==> src/rtl/pkt_read_hcp_pkg.sv <==
// Shared types and widths for the host-port packet read path.
package hcp_pkg;

  localparam int BUFID_W        = 9;
  localparam int LEN_W          = 11;
  localparam int WORD_IDX_W     = 8;
  localparam int MEM_DW         = 64;
  localparam int FIRST_BYTE_BIT = 8;
  localparam int ADDR_W         = BUFID_W + WORD_IDX_W;

  typedef enum logic [1:0] {
    IDLE,
    READ,
    GAP,
    ERR
  } state_t;

  // Index of the final 64-bit word of a packet; len must be non-zero.
  function automatic logic [WORD_IDX_W-1:0] last_word_idx(input logic [LEN_W-1:0] len);
    logic [LEN_W-1:0] len_m1;
    len_m1 = len - LEN_W'(1);
    return len_m1[LEN_W-1:3];
  endfunction

endpackage

==> src/rtl/pkt_read_hcp_if.sv <==
// Request, memory-read and byte-stream signals of the packet reader.
interface pkt_read_hcp_if
  import hcp_pkg::*;
();

  logic [BUFID_W-1:0]      iv_pkt_bufid;
  logic [LEN_W-1:0]        iv_pkt_len;
  logic                    i_pkt_bufid_wr;
  logic                    o_pkt_bufid_ready;
  logic [ADDR_W-1:0]       ov_pkt_raddr;
  logic                    o_pkt_rd;
  logic [MEM_DW-1:0]       iv_pkt_rdata;
  logic [FIRST_BYTE_BIT:0] ov_pkt_data;
  logic                    o_pkt_data_wr;
  logic [BUFID_W-1:0]      ov_free_bufid;
  logic                    o_free_bufid_wr;
  logic                    o_len_err;
  logic [31:0]             ov_tx_pkt_cnt;
  logic [15:0]             ov_len_err_cnt;

  modport master (
    output iv_pkt_bufid, iv_pkt_len, i_pkt_bufid_wr, iv_pkt_rdata,
    input  o_pkt_bufid_ready, ov_pkt_raddr, o_pkt_rd, ov_pkt_data, o_pkt_data_wr,
    input  ov_free_bufid, o_free_bufid_wr, o_len_err, ov_tx_pkt_cnt, ov_len_err_cnt
  );

  modport slave (
    input  iv_pkt_bufid, iv_pkt_len, i_pkt_bufid_wr, iv_pkt_rdata,
    output o_pkt_bufid_ready, ov_pkt_raddr, o_pkt_rd, ov_pkt_data, o_pkt_data_wr,
    output ov_free_bufid, o_free_bufid_wr, o_len_err, ov_tx_pkt_cnt, ov_len_err_cnt
  );

endinterface

==> src/rtl/pkt_word_serializer_hcp.sv <==
// Two-entry word buffer feeding a byte selector; an arriving word bypasses the
// buffer when it is empty, so the first byte leaves one cycle after the word lands.
module pkt_word_serializer_hcp
  import hcp_pkg::*;
(
  input  logic                    clk,
  input  logic                    rst,
  input  logic                    start,
  input  logic [LEN_W-1:0]        len,
  input  logic                    word_vld,
  input  logic [MEM_DW-1:0]       word_dat,
  output logic [1:0]              fill,
  output logic [FIRST_BYTE_BIT:0] byte_dat,
  output logic                    byte_vld,
  output logic                    byte_last
);

  logic [MEM_DW-1:0] words [2];
  logic              head;
  logic [2:0]        sel;
  logic [LEN_W-1:0]  left;
  logic              first;

  logic [MEM_DW-1:0] cur_word;
  logic [MEM_DW-1:0] shifted;
  logic              have_word;
  logic              emit;
  logic              word_done;
  logic              push;
  logic              pop;
  logic              wr_ptr;

  always_comb begin
    have_word = (fill != 2'd0) || word_vld;
    cur_word  = (fill != 2'd0) ? words[head] : word_dat;
    shifted   = cur_word << {sel, 3'b000};
    emit      = (left != '0) && have_word;
    word_done = emit && ((sel == 3'd7) || (left == LEN_W'(1)));
    // A word fully consumed straight off the bypass never occupies an entry.
    push      = word_vld && !((fill == 2'd0) && word_done);
    pop       = word_done && (fill != 2'd0);
    wr_ptr    = head ^ fill[0];
  end

  always_ff @(posedge clk) begin
    if (rst) begin
      fill      <= 2'd0;
      head      <= 1'b0;
      sel       <= 3'd0;
      left      <= '0;
      first     <= 1'b0;
      byte_dat  <= '0;
      byte_vld  <= 1'b0;
      byte_last <= 1'b0;
      words[0]  <= '0;
      words[1]  <= '0;
    end else begin
      byte_vld  <= emit;
      byte_last <= emit && (left == LEN_W'(1));
      byte_dat  <= emit ? {first, shifted[MEM_DW-1 -: 8]} : '0;
      if (start) begin
        left  <= len;
        sel   <= 3'd0;
        first <= 1'b1;
        fill  <= 2'd0;
        head  <= 1'b0;
      end else begin
        if (emit) begin
          left  <= left - LEN_W'(1);
          first <= 1'b0;
          sel   <= word_done ? 3'd0 : sel + 3'd1;
        end
        if (push) words[wr_ptr] <= word_dat;
        if (pop) head <= ~head;
        fill <= fill + {1'b0, push} - {1'b0, pop};
      end
    end
  end

endmodule

==> src/rtl/pkt_read_hcp.sv <==
// Packet buffer reader: one 64-bit read stream per bufid, serialized to 9-bit bytes
// with a forced inter-packet gap. Statistics counters exist only with PKT_READ_STAT_EN.
module pkt_read_hcp
  import hcp_pkg::*;
#(
  parameter int MEM_RD_LAT = 2,
  parameter int IFG_CYCLES = 12
) (
  input  logic           i_clk,
  input  logic           i_rst,
  pkt_read_hcp_if.slave  bus
);

  state_t                  state;
  logic [BUFID_W-1:0]      bufid;
  logic [WORD_IDX_W-1:0]   word_idx;
  logic [WORD_IDX_W-1:0]   words_left;
  logic                    outstanding;
  logic [MEM_RD_LAT-1:0]   rd_pipe;
  logic [7:0]              gap_cnt;
  logic                    ready;
  logic                    rd;
  logic [ADDR_W-1:0]       raddr;
  logic                    free_wr;
  logic [BUFID_W-1:0]      free_bufid;
  logic                    len_err;

  logic                    accept;
  logic                    len_zero;
  logic                    issue;
  logic                    rd_vld;
  logic                    ser_start;
  logic [1:0]              fill;
  logic [FIRST_BYTE_BIT:0] byte_dat;
  logic                    byte_vld;
  logic                    byte_last;

  assign accept    = bus.i_pkt_bufid_wr && ready;
  assign len_zero  = (bus.iv_pkt_len == '0);
  assign ser_start = accept && !len_zero;
  assign rd_vld    = rd_pipe[MEM_RD_LAT-1];
  // One read in flight and a free entry guarantee the arriving word has a slot.
  assign issue     = (state == READ) && (words_left != '0) && !outstanding && (fill != 2'd2);

  always_ff @(posedge i_clk) begin
    if (i_rst) begin
      state       <= IDLE;
      bufid       <= '0;
      word_idx    <= '0;
      words_left  <= '0;
      outstanding <= 1'b0;
      rd_pipe     <= '0;
      gap_cnt     <= '0;
      ready       <= 1'b0;
      rd          <= 1'b0;
      raddr       <= '0;
      free_wr     <= 1'b0;
      free_bufid  <= '0;
      len_err     <= 1'b0;
    end else begin
      rd      <= 1'b0;
      free_wr <= 1'b0;
      len_err <= 1'b0;
      rd_pipe <= (rd_pipe << 1) | MEM_RD_LAT'(rd);
      if (rd_vld) outstanding <= 1'b0;
      case (state)
        IDLE: begin
          ready <= 1'b1;
          if (accept) begin
            ready <= 1'b0;
            bufid <= bus.iv_pkt_bufid;
            if (len_zero) begin
              state      <= ERR;
              len_err    <= 1'b1;
              free_wr    <= 1'b1;
              free_bufid <= bus.iv_pkt_bufid;
            end else begin
              state       <= READ;
              rd          <= 1'b1;
              raddr       <= {bus.iv_pkt_bufid, WORD_IDX_W'(0)};
              word_idx    <= WORD_IDX_W'(1);
              words_left  <= last_word_idx(bus.iv_pkt_len);
              outstanding <= 1'b1;
            end
          end
        end
        READ: begin
          if (issue) begin
            rd          <= 1'b1;
            raddr       <= {bufid, word_idx};
            word_idx    <= word_idx + WORD_IDX_W'(1);
            words_left  <= words_left - WORD_IDX_W'(1);
            outstanding <= 1'b1;
          end
          if (byte_last) begin
            state      <= GAP;
            free_wr    <= 1'b1;
            free_bufid <= bufid;
            gap_cnt    <= 8'(IFG_CYCLES - 1);
          end
        end
        GAP: begin
          if (gap_cnt == 8'd0) begin
            state <= IDLE;
            ready <= 1'b1;
          end else begin
            gap_cnt <= gap_cnt - 8'd1;
          end
        end
        ERR: begin
          state <= IDLE;
          ready <= 1'b1;
        end
        default: state <= IDLE;
      endcase
    end
  end

  pkt_word_serializer_hcp u_ser (
    .clk       (i_clk),
    .rst       (i_rst),
    .start     (ser_start),
    .len       (bus.iv_pkt_len),
    .word_vld  (rd_vld),
    .word_dat  (bus.iv_pkt_rdata),
    .fill      (fill),
    .byte_dat  (byte_dat),
    .byte_vld  (byte_vld),
    .byte_last (byte_last)
  );

  assign bus.o_pkt_bufid_ready = ready;
  assign bus.ov_pkt_raddr      = raddr;
  assign bus.o_pkt_rd          = rd;
  assign bus.ov_pkt_data       = byte_dat;
  assign bus.o_pkt_data_wr     = byte_vld;
  assign bus.ov_free_bufid     = free_bufid;
  assign bus.o_free_bufid_wr   = free_wr;
  assign bus.o_len_err         = len_err;

`ifdef PKT_READ_STAT_EN
  logic [31:0] tx_cnt;
  logic [15:0] err_cnt;

  always_ff @(posedge i_clk) begin
    if (i_rst) begin
      tx_cnt  <= '0;
      err_cnt <= '0;
    end else begin
      if (free_wr && !len_err && (tx_cnt != '1)) tx_cnt <= tx_cnt + 32'd1;
      if (len_err && (err_cnt != '1)) err_cnt <= err_cnt + 16'd1;
    end
  end

  assign bus.ov_tx_pkt_cnt  = tx_cnt;
  assign bus.ov_len_err_cnt = err_cnt;
`else
  assign bus.ov_tx_pkt_cnt  = '0;
  assign bus.ov_len_err_cnt = '0;
`endif

endmodule
==> src/flat_wrapper.sv <==
// flat-port wrapper written by rule: the top's interface ports become plain ports
module pkt_read_hcp_flat import hcp_pkg::*;
#(
  parameter int MEM_RD_LAT = 2,
  parameter int IFG_CYCLES = 12
)
  (i_clk, i_rst, bus_iv_pkt_bufid, bus_iv_pkt_len, bus_i_pkt_bufid_wr, bus_iv_pkt_rdata, bus_o_pkt_bufid_ready, bus_ov_pkt_raddr, bus_o_pkt_rd, bus_ov_pkt_data, bus_o_pkt_data_wr, bus_ov_free_bufid, bus_o_free_bufid_wr, bus_o_len_err, bus_ov_tx_pkt_cnt, bus_ov_len_err_cnt);
  pkt_read_hcp_if bus_i ();
  input  logic i_clk;
  input  logic i_rst;
  input wire logic [$bits(bus_i.iv_pkt_bufid)-1:0] bus_iv_pkt_bufid;
  input wire logic [$bits(bus_i.iv_pkt_len)-1:0] bus_iv_pkt_len;
  input wire logic [$bits(bus_i.i_pkt_bufid_wr)-1:0] bus_i_pkt_bufid_wr;
  input wire logic [$bits(bus_i.iv_pkt_rdata)-1:0] bus_iv_pkt_rdata;
  output wire logic [$bits(bus_i.o_pkt_bufid_ready)-1:0] bus_o_pkt_bufid_ready;
  output wire logic [$bits(bus_i.ov_pkt_raddr)-1:0] bus_ov_pkt_raddr;
  output wire logic [$bits(bus_i.o_pkt_rd)-1:0] bus_o_pkt_rd;
  output wire logic [$bits(bus_i.ov_pkt_data)-1:0] bus_ov_pkt_data;
  output wire logic [$bits(bus_i.o_pkt_data_wr)-1:0] bus_o_pkt_data_wr;
  output wire logic [$bits(bus_i.ov_free_bufid)-1:0] bus_ov_free_bufid;
  output wire logic [$bits(bus_i.o_free_bufid_wr)-1:0] bus_o_free_bufid_wr;
  output wire logic [$bits(bus_i.o_len_err)-1:0] bus_o_len_err;
  output wire logic [$bits(bus_i.ov_tx_pkt_cnt)-1:0] bus_ov_tx_pkt_cnt;
  output wire logic [$bits(bus_i.ov_len_err_cnt)-1:0] bus_ov_len_err_cnt;
  assign bus_i.iv_pkt_bufid = bus_iv_pkt_bufid;
  assign bus_i.iv_pkt_len = bus_iv_pkt_len;
  assign bus_i.i_pkt_bufid_wr = bus_i_pkt_bufid_wr;
  assign bus_i.iv_pkt_rdata = bus_iv_pkt_rdata;
  assign bus_o_pkt_bufid_ready = bus_i.o_pkt_bufid_ready;
  assign bus_ov_pkt_raddr = bus_i.ov_pkt_raddr;
  assign bus_o_pkt_rd = bus_i.o_pkt_rd;
  assign bus_ov_pkt_data = bus_i.ov_pkt_data;
  assign bus_o_pkt_data_wr = bus_i.o_pkt_data_wr;
  assign bus_ov_free_bufid = bus_i.ov_free_bufid;
  assign bus_o_free_bufid_wr = bus_i.o_free_bufid_wr;
  assign bus_o_len_err = bus_i.o_len_err;
  assign bus_ov_tx_pkt_cnt = bus_i.ov_tx_pkt_cnt;
  assign bus_ov_len_err_cnt = bus_i.ov_len_err_cnt;
  pkt_read_hcp #(.MEM_RD_LAT(MEM_RD_LAT), .IFG_CYCLES(IFG_CYCLES)) u_core (.i_clk(i_clk), .i_rst(i_rst), .bus(bus_i));
endmodule
==> config.mk <==
export PLATFORM = sky130hd
export DESIGN_NAME = pkt_read_hcp_flat
export DESIGN_NICKNAME = d
export VERILOG_FILES = /design/src/rtl/pkt_read_hcp_pkg.sv /design/src/rtl/pkt_read_hcp_if.sv /design/src/rtl/pkt_word_serializer_hcp.sv /design/src/rtl/pkt_read_hcp.sv /design/src/flat_wrapper.sv
export SDC_FILE = /design/constraint.sdc
export NUM_CORES = 1
export LEC_CHECK = 0
export BUFFER_PORTS_ARGS = -buffer_cell sky130_fd_sc_hd__buf_2
export CORE_UTILIZATION = 30
export DETAILED_ROUTE_END_ITERATION = 12
export SLEW_MARGIN = 20
export SYNTH_ARGS = -nofsm -noshare
export SYNTH_HDL_FRONTEND = slang
export SYNTH_SLANG_ARGS = --single-unit
==> constraint.sdc <==
create_clock -name i_clk -period 4.5 [get_ports i_clk]
set_input_delay 0.9 -clock i_clk [delete_from_list [all_inputs] [get_ports i_clk]]
set_output_delay 0.9 -clock i_clk [all_outputs]
set_load 0.02 [all_outputs]
=== Yosys cells after proc, flatten, opt, wreduce, memory -nomap -nowiden ===
Memory sizes are Yosys's and may differ from the RTL's. A register that Yosys moved wholly into a read port is not among the register bits.
Cells that the tools add are included.

* Register bits: 97
* Bits in writable memories: 128
* Input bits: 87
* Word-level logic and storage cells: 143
* Memories: 1

{| class="wikitable"
|+ Memory list
! name !! depth !! width !! read ports !! clocked after memory_dff !! wr ports !! line !! text
|-
| u_core.u_ser.words || 2 || 64 || 1 || 1 || 2 || pkt_word_serializer_hcp.sv:18 || <nowiki>logic [MEM_DW-1:0] words [2];</nowiki>
|}

* $add $sub $neg: 8
* Equality and inequality tests: 13
* Shifts and indexed selects: 1
* Multiplexer cells: 57
* Bitwise operators: 5
* Reductions and logical operators: 37

{| class="wikitable"
|+ Operator list
! operator !! count
|-
| 64-bit 2-to-1 mux || 2
|-
| 8-bit 2-to-1 mux || 8
|-
| 64-bit OR reduction || 1
|-
| 64-bit by 6-bit << shifter with 64-bit output || 1
|-
| 17-bit 2-to-1 mux || 3
|-
| 8-bit one-hot mux with 2 select lines || 3
|-
| 17-bit one-hot mux with 2 select lines || 1
|-
| 9-bit 2-to-1 mux || 3
|-
| 1-bit 2-to-1 mux || 24
|-
| 11-bit 2-to-1 mux || 2
|-
| 11-bit by 1-bit subtractor with 11-bit output (second input constant) || 2
|-
| 9-bit one-hot mux with 2 select lines || 1
|-
| 8-bit by 1-bit subtractor with 8-bit output (second input constant) || 2
|-
| 11-bit by 1-bit == test with 1-bit output (second input constant) || 1
|-
| 1-bit logical AND || 11
|-
| 11-bit zero test || 1
|-
| 11-bit nonzero test || 1
|-
| 8-bit by 1-bit adder with 8-bit output (second input constant) || 1
|-
| 8-bit zero test || 1
|-
| 2-bit 2-to-1 mux || 4
|-
| 2-bit by 1-bit != test with 1-bit output (second input constant) || 4
|-
| 2-bit != test (second input constant) || 4
|-
| 2-bit one-hot mux with 4 select lines || 1
|-
| 4-bit AND reduction || 2
|-
| other kinds (21) || 37
|}

=== Logic depth before layout (Yosys ltp) ===
Gate-level depths: netlist of the first run.

* Word-level depth: 13
* Depth in mapped cells: 11
* Mapped depth without buffers: 11

=== Cells and area by module ===
From an unflattened synthesis of the first run, not the netlist that was laid out.

* Cell total of the unflattened synthesis: 982
* Area total of the unflattened synthesis: 11185.7 um^2

{| class="wikitable"
|+ By module, submodules not included
! module !! times used !! cells an instance !! area an instance (um^2) !! sequential area each (um^2)
|-
| pkt_word_serializer_hcp || 1 || 575 || 7807.5 || 4444.3
|-
| pkt_read_hcp || 1 || 407 || 3378.2 || 1361.3
|}

=== Least setup slack after synthesis of the first run ===
Ideal clock, no wire load.

* Path kind: input to register
* From: input port bus_iv_pkt_len[5]
* To: memory u_core.u_ser.words[0][0] (enable)
* Data arrival time: 3.333 ns
* Path slack: 0.773 ns
* Cell stages on the path: 8
* Buffers on the path: 3
* Cell sequence: or4_1 -> buf_2 -> o31ai_4 -> nand2_1 -> buf_2 -> nor3_4 -> buf_6 -> or2_2

{| class="wikitable"
|+ RTL lines
! what !! line !! text
|-
| start: declaration || flat_wrapper.sv:12 || <nowiki>input wire logic [$bits(bus_i.iv_pkt_len)-1:0] bus_iv_pkt_len;</nowiki>
|-
| end: declaration || pkt_word_serializer_hcp.sv:18 ||
|}

==> results of run 1 <==
-- routing by layer --
layer,share of wire [%],wire (um)
met5,0.090,25
met1,45,12300
met4,1.7,459
met3,6.7,1860
met2,47,13000
-- power breakdown --
group	switching (W)	total [W]	internal (W)
Sequential	0.000151	0.00255	0.00240
Clock	0.000835	0.00204	0.00120
Combinational	0.00109	0.00170	0.000605
-- area by class of cell --
type / count / share of cell area (%)
inverter: 17 / 0.489
timing repair buffer: 138 / 5.71
antenna: 1 / 0.0192
multi-input combinational: 714 / 38.2
clock buffer: 35 / 5.39
sequential: 226 / 44.5
clock inverter: 10 / 0.834
tap: 504 / 4.83
-- worst paths after layout --
kind                              from                         to  slack, ns  depth (start not counted)
hold reg to reg      u_core.rd_pipe[0]          u_core.rd_pipe[1]       0.44                          1
hold / removal       u_core.rd_pipe[0]          u_core.rd_pipe[1]       0.44                          1
setup / recovery     bus_iv_pkt_len[1]  u_core.u_ser.words[1][52]       1.37                          7
setup reg to reg  u_core.u_ser.left[0]  u_core.u_ser.words[1][52]       1.69                          8
-- sequential cells by signal, summed over array words and instances (netlist names), 2 cells and up, named ones only --
signal	count
u_core.u_ser.fill	2
u_core.word_idx	8
u_core.u_ser.byte_dat	9
u_core.bufid	9
u_core.u_ser.words	128
u_core.bus.ov_free_bufid	9
u_core.state	2
u_core.rd_pipe	2
u_core.u_ser.left	11
u_core.u_ser.sel	3
u_core.words_left	8
u_core.bus.ov_pkt_raddr	17
u_core.gap_cnt	8
-- cell usage in the layout (no fill, tap or decap), types with 9 or more instances in the layout --
cell | synthesis | layout
a211oi_1 | 9 | 9
a21oi_1 | 79 | 79
a41oi_1 | 12 | 12
and2_1 | 131 | 131
buf_2 | 8 | 126
buf_4 | 48 | 10
clkbuf_16 | 0 | 25
conb_1 | 1 | 48
dfxtp_1 | 98 | 96
edfxtp_1 | 128 | 128
ha_1 | 15 | 15
inv_1 | 16 | 16
mux2_2 | 9 | 9
mux2i_1 | 44 | 44
mux4_2 | 32 | 32
nand2_1 | 44 | 44
nand3_1 | 14 | 14
nand4_1 | 13 | 13
nor2_1 | 47 | 46
nor3_1 | 38 | 38
o21ai_0 | 63 | 63
xnor2_1 | 13 | 13
-- logic make-up (layout without fill, tap and decap cells) --
family	count (synthesis)	in the layout	synth area share, %
adders and majority gates	15	15	1.66
DFF	226	226	51.3
xor gates and xnor gates	21	21	1.62
AOI/OAI and AO/OA	205	205	11.0
muxes	85	85	11.2
other	1	49	0.0331
and+or+nand+nor	340	340	16.8
buffers and inverters	133	200	6.54
-- worst max-delay path, stage by stage --
cell     delay [ns]
buf_2          0.11
or4_1          0.78
o31ai_4        0.37
nand2_1        0.32
nor3b_2        0.26
buf_4          0.53
and2_1         0.22
-- through the flow --
stage	cell area (um^2)	hold slack, ns	worst slack, ns	power [W]	utilization [%]
after detailed placement	12200	0.427	0.823	0.00427	33.1
final	13100	0.436	1.37	0.00629	35.4
after CTS	13000	0.441	1.37	0.00632	35.3
after global routing	13100	0.453	1.22	0.00663	35.4
after floorplan	11500	0.414	0.773	0.00385	-
after global placement	12200	0.423	0.855	0.00425	33.1
==> summary.txt, run 1 <==
Pwr
  – Pwr dens: 482 mW/mm^2
  – Standby leakage power: ~5 nW
  – Worst supply voltage drop on vdd: 0.000321 V

Logic synthesis
  – Mapped Area: 0.0113 mm^2
  – Area share of the leading cell type in the synthesized netlist: between 30 and 40%
  – Fraction of synthesis flops using an asynchronous set or reset pin: 0%
  – Fraction of the yosys area taken by sequential cells: between 50% and 60%
  – Synth warnings: 0
  – Gate count after technology mapping: 1026
  – Cells taking the most area after synthesis: edfxtp_1 34%, dfxtp_1 17%, and2_1 7.2%
  – Number of synthesized flops with an enable pin: around 130
  – Leading area contributor after synthesis: edfxtp_1
  – FF+latch count, synth: 226
  – Synth Flop Type: edfxtp_1
  – Commonest cells in the synthesized netlist: 131 x and2_1, 128 x edfxtp_1, 98 x dfxtp_1
  – Most instantiated library cell after synthesis: and2_1
  – Mean area per synthesized cell: 11.0 um^2
  – Number of distinct library cells after synthesis: 64

Cells and area
  – Syn-to-layout area delta: 15.3%
  – NumNets Final: 1224
  – Register Area: 0.00581 mm^2
  – Share of post-route cells with drive strength above 1: between 20% and 30%
  – Final Non-Filler Cells: around 1600
  – # fillers: ~3700
  – Combined area of the multi-input logic cells: 0.00499 mm^2

Floorplanning
  – Core Area: about 0.037 mm^2
  – Horizontal extent of the die: around 200 um
  – Num rows: 70
  – Total Die Area: 0.0385 mm^2
  – Number of placed I/O pins: 175
  – Die height: a little under 200 um
  – Initial core utilization: just over 30%

GRT
  – Via count of the first global-routing pass: 7699
  – Most Crowded Layer GR: met2
  – Global routing met3 resource utilization: under 10%
  – Number of antenna violations at the first check in global routing: 2
  – GRT Resource Usage Total: about 14%
  – GRT overflow: 0
  – Met1 Use GR: between 10% and 20%
  – Maximum number of pins on one net before global-route repair: 71
  – First-pass GRT wire length: around 43000 um
  – Met2 usage: a little under a quarter

Clock tree
  – Count of hold buffers inserted by post-cts repair: 0
  – Total of cells resized after clock tree synthesis: 0
  – CTS clk-pin slew, worst paths: around 0.06 ns
  – Clock insertion delay at the later pin of the skew report: between 0.5 and 0.6 ns
  – Clock sink count: 226
  – Clock buffers created by TritonCTS: 25
  – Clk Tree Root Cell: clkbuf_16
  – TritonCTS clock tree: done
  – H-tree levels: 1
  – Number of buffers on the longest clock path: 3
  – Number of buffers inserted to repair setup after CTS: 0

STA
  – Final sum of negative setup slack: 0 ns
  – Timing-limited maximum frequency: approximately 320 MHz
  – Final critical path time including I/O delays and setup: approximately 3.1 ns
  – RSZ-0062 raised after global routing: no
  – Worst Tran Pin Value: 0.911 ns
  – Period Utilization, post-route: between 60% and 70%
  – Final hold violation count: 0
  – Final setup violation count: 0
  – Clock skew after layout: ~0.013 ns
  – Headroom to the max-slew limit: about two fifths
  – Number of max-slew violations in the final report: 0

Min path
  – Min-Delay Path Class: reg2reg

Drt
  – Detailed-route DRC error count: 0
  – Post-route ant nets: 0
  – Ratio of routed vias to standard cells: 4.85
  – Routed WL per cell: approximately 17 um
  – Iteration count of the initial detailed-routing pass: 5
  – Detailed Route WL: between 20000 and 30000 um
  – DR iter-0 viols: 474
  – Vias after detailed routing: around 8000

Critical path
  – Endpoint arrival time on the critical path: between 3 and 4 ns
  – Crit-path max FO: 64
  – Crit path launch type: input pin
  – Critical Path Sink Type: flip-flop
  – Required time of the worst setup path: 4.90 ns
  – Crit path kind: in2reg

Placement
  – Number of cells in the design after placement: 1599
  – Post-detail-place hpwl: 18000 um
  – Weighted congestion reported at the end of routability-driven placement: 0.812
  – Port bufs: ~130

Run
  – Count of maximum capacitance violations: 0

Status
  – Run status: finished, final reports clean
(Power assumes the default switching activity.)
==> inputs of run 2 (changes only) <==
==> constraint.sdc (replaced) <==
create_clock -name i_clk -period 2.8 [get_ports i_clk]
set_input_delay 0.56 -clock i_clk [delete_from_list [all_inputs] [get_ports i_clk]]
set_output_delay 0.56 -clock i_clk [all_outputs]
set_load 0.02 [all_outputs]
==> run 2 against run 1 <==
  * Final cell count rose by 1.8%
  * Clock skew increased by 0.0030 ns
  * Clock power rose by 76%
  * Combinational power grew 77%
  * Non-clock buffer count rose by 28
  * Flip-flop and latch count unchanged
  * Total power rose by 70%
  * Sequential share of layout area is 1.4 points lower
  * Setup slack worse by 1.2 ns
  * Global-route usage up 0.25 points
  * Count of clock-buffer cells in the layout grew 1
  * Routed wire length is 1.7% higher
  * Critical path type is now reg2reg
  * Highest routed layer unchanged
==> summary.txt, run 2 (same netlist as run 1, synthesis figures left out) <==
Cells and area
  – Register Area: 0.00581 mm^2 (unchanged)
  – Number of flip-flops in the largest register: 128 (unchanged)
  – Share of post-route cells with drive strength above 1: 23.2% (was 20.5%)
  – # fillers: 3640 (was 3724)
  – NumNets Final: 1253 (was 1224)
  – Count of inserted antenna diode cells: 0 (was 1)
  – Final Non-Filler Cells: 1674 (was 1645)
  – Most common cell after layout, fill and taps aside: and2_1 (unchanged)
  – Combined area of the multi-input logic cells: 0.00501 mm^2 (was 0.00499 mm^2)
  – Register with the most flip-flops: u_core.u_ser.words (unchanged)
  – Most frequent cells in the layout: 131 x and2_1, 128 x edfxtp_1, 126 x buf_2, 96 x dfxtp_1, 79 x a21oi_1 (unchanged)
  – Syn-to-layout area delta: 19.1% (was 15.3%)

Critical path
  – Crit path launch type: flip-flop (was input pin)
  – Crit path kind: reg2reg (was in2reg)
  – Reg2reg start: u_core.u_ser.left[1] (was u_core.u_ser.left[0])
  – Slack of the worst reg-to-reg path: 0.18 ns (was 1.69 ns)
  – Critical Path Sink Type: flip-flop (unchanged)
  – Required time of the worst setup path: 3.03 ns (was 4.90 ns)
  – Endpoint arrival time on the critical path: 2.85 ns (was 3.53 ns)
  – Number of cells on the worst reg-to-reg path: 9 (was 8)
  – R2r endpoint: u_core.u_ser.words[0][47] (was u_core.u_ser.words[1][52])
  – Crit-path max FO: 24 (was 64)

Pwr
  – Pwr dens: 793 mW/mm^2 (was 482 mW/mm^2)
  – Worst supply voltage drop on vdd: 0.000522 V (was 0.000321 V)
  – Standby leakage power: 5.10 nW (was 4.87 nW)

Floorplanning
  – Number of placed I/O pins: 175 (unchanged)
  – Initial core utilization: 30.7% (unchanged)
  – Die height: 196 um (unchanged)
  – Horizontal extent of the die: 196 um (unchanged)
  – Core Area: 0.0369 mm^2 (unchanged)
  – Num rows: 70 (unchanged)
  – Total Die Area: 0.0385 mm^2 (unchanged)

Clock tree
  – Clock insertion delay at the later pin of the skew report: 0.54 ns (about the same)
  – Clock sink count: 226 (unchanged)
  – H-tree levels: 1 (unchanged)
  – Clock buffers created by TritonCTS: 26 (was 25)
  – Clk Tree Root Cell: clkbuf_16 (unchanged)
  – Number of buffers on the longest clock path: 3 (unchanged)
  – CTS clk-pin slew, worst paths: 0.06 ns (about the same)
  – TritonCTS clock tree: done (unchanged)

Min path
  – Hold EP: u_core.bufid[4] (was u_core.rd_pipe[1])
  – Cells on Worst Hold Path: 3 (was 1)
  – Hold path startpoint: bus_iv_pkt_bufid[4] (was u_core.rd_pipe[0])
  – Min-Delay Path Class: in2reg (was reg2reg)

Drt
  – Ratio of routed vias to standard cells: 4.84 (was 4.85)
  – Post-route ant nets: 0 (unchanged)
  – Vias after detailed routing: 8097 (was 7984)
  – Detailed Route WL: 28200 um (was 27700 um)
  – Routed WL per cell: 16.8 um (about the same)
  – DR iter-0 viols: 494 (was 474)
  – Iteration count of the initial detailed-routing pass: 5 (unchanged)
  – Detailed-route DRC error count: 0 (unchanged)

Placement
  – Port bufs: 126 (unchanged)
  – Post-detail-place hpwl: 19000 um (was 18000 um)
  – Weighted congestion reported at the end of routability-driven placement: 0.816 (was 0.812)
  – Dpl ws: 0.0816 ns (was 0.823 ns)
  – Number of cells in the design after placement: 1626 (was 1599)

GRT
  – Via count of the first global-routing pass: 7755 (was 7699)
  – GRT Resource Usage Total: 14.2% (was 14.0%)
  – Number of antenna violations at the first check in global routing: 1 (was 2)
  – Maximum number of pins on one net before global-route repair: 71 (unchanged)
  – GRT overflow: 0 (unchanged)
  – First-pass GRT wire length: 43100 um (was 42800 um)

STA
  – Headroom to the max-slew limit: 58.2% (was 38.7%)
  – Number of max-slew violations in the final report: 0 (unchanged)
  – Final hold violation count: 0 (unchanged)
  – Timing-limited maximum frequency: 382 MHz
  – Final critical path time including I/O delays and setup: approximately 2.6 ns
  – Worst Tran Pin Value: 0.627 ns (was 0.911 ns)
  – Post-layout worst setup margin: 0.184 ns (was 1.37 ns)
  – RSZ-0062 raised after global routing: no (unchanged)
  – Final setup violation count: 0 (unchanged)
  – Hold_ws: 0.274 ns (was 0.436 ns)
  – Clock skew after layout: 0.0163 ns (was 0.0133 ns)
  – Period Utilization, post-route: a little over 90%

Status
  – Run status: finished, final reports clean (unchanged)

Run
  – Count of maximum capacitance violations: 0 (unchanged)
[run 2: layout make-up]
class                           instances  area share [%]
Clock inverter                         11            1.25
Clock buffer                           36            5.47
Sequential cell                       226            43.1
Timing Repair Buffer                  166            7.92
Inverter                               17           0.473
Tap cell                              504            4.68
Multi-Input combinational cell        714            37.1
[run 2: per-stage QoR]
step           utilization [%]  power, W  TNS, ns  cell area (um^2)
2_1_floorplan                -   0.00620   -12.96             11500
3_3_place_gp              34.1   0.00709        0             12600
3_5_place_dp              34.1   0.00713        0             12600
4_1_cts                   36.5    0.0107        0             13500
5_1_grt                   36.6    0.0112        0             13500
6_report                  36.6    0.0107        0             13500
[run 2: repair_timing]
| item | in CTS | in global routing |
|---|---|---|
| gates resized for setup | 0 | 2 |
| hold buffers | 0 | 0 |
| buffers inserted | 0 | 1 |
| endpoints found under the setup margin | 0 | 37 |
[run 2: worst max-delay path by stage]
stage / from / end / slack, ns / cells past startpoint
2_1_floorplan: bus_iv_pkt_len[5] / u_core.u_ser.words[0][0] / -0.14 / 8
3_3_place_gp: bus_iv_pkt_len[1] / u_core.u_ser.words[1][12] / 0.11 / 7
3_5_place_dp: bus_iv_pkt_len[1] / u_core.u_ser.words[1][4] / 0.08 / 7
4_1_cts: u_core.u_ser.left[6] / u_core.u_ser.fill[1] / 0.14 / 9
5_1_grt: u_core.u_ser.left[1] / u_core.u_ser.fill[1] / 0.0009 / 12
6_report: u_core.u_ser.left[1] / u_core.u_ser.words[0][47] / 0.18 / 9
[run 2: metal layers]
metal	GRT usage, %	vias up	wire length [um]	part of all wire [%]
met3	2.66	39	1840	6.5
met4	3.27	2	492	1.7
met1	19.1	3892	12500	44
met5	0	-	10	0.036
met2	23.6	247	13300	47
li1	-	3917	-	-
[run 2: critical path: stages, from the launching register on]
cell and delay [ns]:
dfxtp_1 0.32, inv_1 0.11, ha_1 0.18, or4b_1 0.52, nor4_4 0.23, buf_4 0.19
o31ai_4 0.09, nor3_4 0.23, or2_4 0.23, buf_12 0.20
[run 2: where the power goes]
part,total (W),internal [W],switching (W)
clock network,0.00359,0.00221,0.00138
registers,0.00409,0.00386,0.000230
logic,0.00301,0.00118,0.00183
total,0.0107,0.00724,0.00345
==> inputs of run 3 (changes only) <==
--- a/config.mk
+++ b/config.mk
@@ -5,9 +5,11 @@
 export SDC_FILE = /design/constraint.sdc
 export NUM_CORES = 1
 export LEC_CHECK = 0
+export ABC_AREA = 1
 export BUFFER_PORTS_ARGS = -buffer_cell sky130_fd_sc_hd__buf_2
-export CORE_UTILIZATION = 30
+export CORE_UTILIZATION = 45
 export DETAILED_ROUTE_END_ITERATION = 12
+export PLACE_DENSITY = 0.68
 export SLEW_MARGIN = 20
 export SYNTH_ARGS = -nofsm -noshare
 export SYNTH_HDL_FRONTEND = slang
==> run 3 against run 2 <==
  * Synthesized cell count increased by 58%
  * Synthesized area up 8.3%
  * Die area shrank 28%
  * Highest routed layer is now met4
  * Register-to-register slack better by 0.02 ns
  * Largest cell class unchanged
==> summary.txt, run 3 <==
Clock tree
  – Clock buffers created by TritonCTS: 26 (unchanged)
  – Number of buffers on the longest clock path: 3 (unchanged)
  – TritonCTS clock tree: done (unchanged)
  – Clock sink count: 226 (unchanged)
  – CTS clk-pin slew, worst paths: 0.06 ns (about the same)
  – Clk Tree Root Cell: clkbuf_16 (unchanged)
  – Clock insertion delay at the later pin of the skew report: 0.54 ns (about the same)
  – H-tree levels: 1 (unchanged)
  – Number of buffers inserted to repair setup after CTS: 0 (unchanged)

GRT
  – GRT overflow: 0 (unchanged)
  – GRT Resource Usage Total: 21.2% (was 14.2%)
  – Maximum number of pins on one net before global-route repair: 102 (was 71)
  – Via count of the first global-routing pass: 9801 (was 7755)
  – First-pass GRT wire length: 47900 um (was 43100 um)
  – Number of antenna violations at the first check in global routing: 0 (was 1)

Run
  – Count of maximum capacitance violations: 0 (unchanged)

Cells and area
  – NumNets Final: 1825 (was 1253)
  – Count of inserted antenna diode cells: 0 (unchanged)
  – # fillers: 2583 (was 3640)
  – Final cell area excluding filler cells: 0.0139 mm^2 (was 0.0135 mm^2)
  – Combined area of the multi-input logic cells: 0.00520 mm^2 (was 0.00501 mm^2)
  – Most frequent cells in the layout: 376 x nand2_1, 247 x nor2_1, 176 x inv_1, 128 x edfxtp_1, 126 x buf_2 (was 131 x and2_1, 128 x edfxtp_1, 126 x buf_2, 96 x dfxtp_1, 79 x a21oi_1)
  – Register with the most flip-flops: u_core.u_ser.words (unchanged)
  – Most common cell after layout, fill and taps aside: nand2_1 (was and2_1)
  – Register Area: 0.00581 mm^2 (about the same)
  – Share of post-route cells with drive strength above 1: 17.9% (was 23.2%)
  – Number of flip-flops in the largest register: 128 (unchanged)
  – Syn-to-layout area delta: 13.0% (was 19.1%)

Logic synthesis
  – Gate count after technology mapping: 1619 (was 1026)
  – Area share of the leading cell type in the synthesized netlist: 31.4% (was 33.9%)
  – Cells taking the most area after synthesis: edfxtp_1 31%, dfxtp_1 16%, nand2_1 12% (was edfxtp_1 34%, dfxtp_1 17%, and2_1 7.2%)
  – Fraction of the yosys area taken by sequential cells: 47.4% (was 51.3%)
  – Fraction of synthesis flops using an asynchronous set or reset pin: 0% (unchanged)
  – Number of synthesized flops with an enable pin: 128 (unchanged)
  – FF+latch count, synth: 226 (unchanged)
  – Commonest cells in the synthesized netlist: 378 x nand2_1, 248 x nor2_1, 176 x inv_1 (was 131 x and2_1, 128 x edfxtp_1, 98 x dfxtp_1)
  – Synth warnings: 0 (unchanged)
  – Number of distinct library cells after synthesis: 35 (was 64)
  – Synth Flop Type: edfxtp_1 (unchanged)
  – Mean area per synthesized cell: 7.57 um^2 (was 11.0 um^2)
  – Most instantiated library cell after synthesis: nand2_1 (was and2_1)
  – Leading area contributor after synthesis: edfxtp_1 (unchanged)
  – Mapped Area: 0.0123 mm^2 (was 0.0113 mm^2)

Drt
  – Ratio of routed vias to standard cells: 4.93 (was 4.84)
  – Iteration count of the initial detailed-routing pass: 8 (was 5)
  – Post-route ant nets: 0 (unchanged)
  – DR iter-0 viols: 786 (was 494)
  – Detailed Route WL: 29300 um (was 28200 um)
  – Vias after detailed routing: 10300 (was 8097)
  – Routed WL per cell: 14.1 um (was 16.8 um)
  – Detailed-route DRC error count: 0 (unchanged)

Floorplanning
  – Die height: 167 um (was 196 um)
  – Initial core utilization: 45.6% (was 30.7%)
  – Number of placed I/O pins: 175 (unchanged)
  – Num rows: 60 (was 70)
  – Total Die Area: 0.0279 mm^2 (was 0.0385 mm^2)
  – Core Area: 0.0269 mm^2 (was 0.0369 mm^2)
  – Horizontal extent of the die: 167 um (was 196 um)

STA
  – Number of max-slew violations in the final report: 0 (unchanged)
  – Clock skew after layout: 0.00877 ns (was 0.0163 ns)
  – Worst Tran Pin Value: 1.02 ns (was 0.627 ns)
  – Final sum of negative setup slack: 0 ns (unchanged)
  – Headroom to the max-slew limit: 31.9% (was 58.2%)
  – Final setup violation count: 0 (unchanged)
  – Final hold violation count: 0 (unchanged)
  – Period Utilization, post-route: 92.6% (was 93.4%)
  – Final critical path time including I/O delays and setup: 2.59 ns (was 2.62 ns)
  – Timing-limited maximum frequency: 386 MHz (was 382 MHz)
  – RSZ-0062 raised after global routing: no (unchanged)

Critical path
  – Slack of the worst reg-to-reg path: 0.21 ns (was 0.18 ns)
  – Required time of the worst setup path: 3.04 ns (was 3.03 ns)
  – Crit path launch type: flip-flop (unchanged)
  – Crit-path max FO: 64 (was 24)
  – Critical Path Sink Type: flip-flop (unchanged)
  – Endpoint arrival time on the critical path: 2.83 ns (was 2.85 ns)
  – Crit path kind: reg2reg (unchanged)

Status
  – Run status: finished, final reports clean (unchanged)

Pwr
  – Part of the power in combinational logic: 28.4% (was 28.2%)
  – Worst supply voltage drop on vdd: 0.000569 V (was 0.000522 V)
  – Internal Pwr Total: 0.00671 W (was 0.00724 W)
  – Switching power as a share of total power: 34.8% (was 32.2%)
  – Pwr dens: 742 mW/mm^2 (was 793 mW/mm^2)
  – Switching pwr: 0.00357 W (was 0.00345 W)
  – Sequential share of power: 40.3% (was 38.3%)
  – Clock group share of total power: 31.3% (was 33.6%)
  – Standby leakage power: 6.26 nW (was 5.10 nW)

Min path
  – Min-Delay Path Class: in2reg (unchanged)

Placement
  – Weighted congestion reported at the end of routability-driven placement: 0.817 (was 0.816)
  – Post-detail-place hpwl: 19100 um (was 19000 um)
  – Standard cell area after detailed placement: 0.0131 mm^2 (was 0.0126 mm^2)
  – Port bufs: 126 (unchanged)
==> run 3: what timing repair did <==
item                                    in CTS  in global routing
resized for setup                            0                  1
hold buffers                                 0                  0
endpoints found under the setup margin       0                  1
==> run 3: layout make-up <==
type	instances	share of cell area [%]
clock buffer	36	5.34
clock inverter	10	0.433
inverter	184	4.98
multi-input combinational	1131	37.5
sequential	226	41.9
tap	341	3.08
timing repair buffer	154	6.73
==> run 3: metrics by stage <==
step	setup slack (ns)	instances	hold slack, ns	utilization (%)	total power (W)
floorplan	0.319	1666	0.388	-	0.00640
global placement	0.342	2036	0.395	48.6	0.00706
detailed placement	0.237	2036	0.405	48.6	0.00712
CTS	0.231	2082	0.247	51.6	0.0103
global route	0.00339	2082	0.281	51.6	0.0110
finish	0.207	2082	0.267	51.6	0.0103
==> run 3: worst paths after layout <==
| check | cells after the start | to | start |
|---|---|---|---|
| worst max-delay path | 10 | u_core.u_ser.words[1][55] | u_core.u_ser.left[1] |
| worst min-delay path | 3 | u_core.bufid[4] | bus_iv_pkt_bufid[4] |
| worst max register to register | 10 | u_core.u_ser.words[1][55] | u_core.u_ser.left[1] |
| worst min register to register | 2 | u_core.rd_pipe[1] | u_core.rd_pipe[0] |
==> run 3: power by group through the flow <==
stage | Clock, W | Sequential [W] | Combinational (W)
2_1_floorplan | 0 | 0.00431 | 0.00209
3_3_place_gp | 0 | 0.00419 | 0.00287
3_5_place_dp | 0 | 0.00421 | 0.00291
4_1_cts | 0.00326 | 0.00414 | 0.00293
5_1_grt | 0.00339 | 0.00419 | 0.00338
6_report | 0.00322 | 0.00414 | 0.00292
==> run 3: per-layer routing <==
layer | up-vias | global-route usage [%] | part of all wire (%)
met5 | - | 0 | 0
met4 | 0 | 6.48 | 2.2
met2 | 311 | 37.7 | 49
met3 | 47 | 4.06 | 6.7
li1 | 5225 | - | -
met1 | 4675 | 25.7 | 43
==> run 3: kinds of logic after synthesis <==
family	after synthesis	synth area share [%]
flip-flops	226	47.4
adder cells (fa/ha/maj)	15	1.53
other	1	0.0306
AND/OR/NAND/NOR	870	30.5
buffers and inverters	309	11.8
AO/OA/AOI/OAI	191	8.26
XOR/XNOR	7	0.500
==> run 3: worst max-delay path, cell delays in order (launching register included) <==
cell     delay (ns)
dfxtp_1        0.31
inv_1          0.12
ha_1           0.17
inv_1          0.04
nor2_1         0.16
nand2_1        0.10
nand2_1        0.13
nand3_1        0.14
nand4_1        0.17
buf_4          0.74
nor2_1         0.11
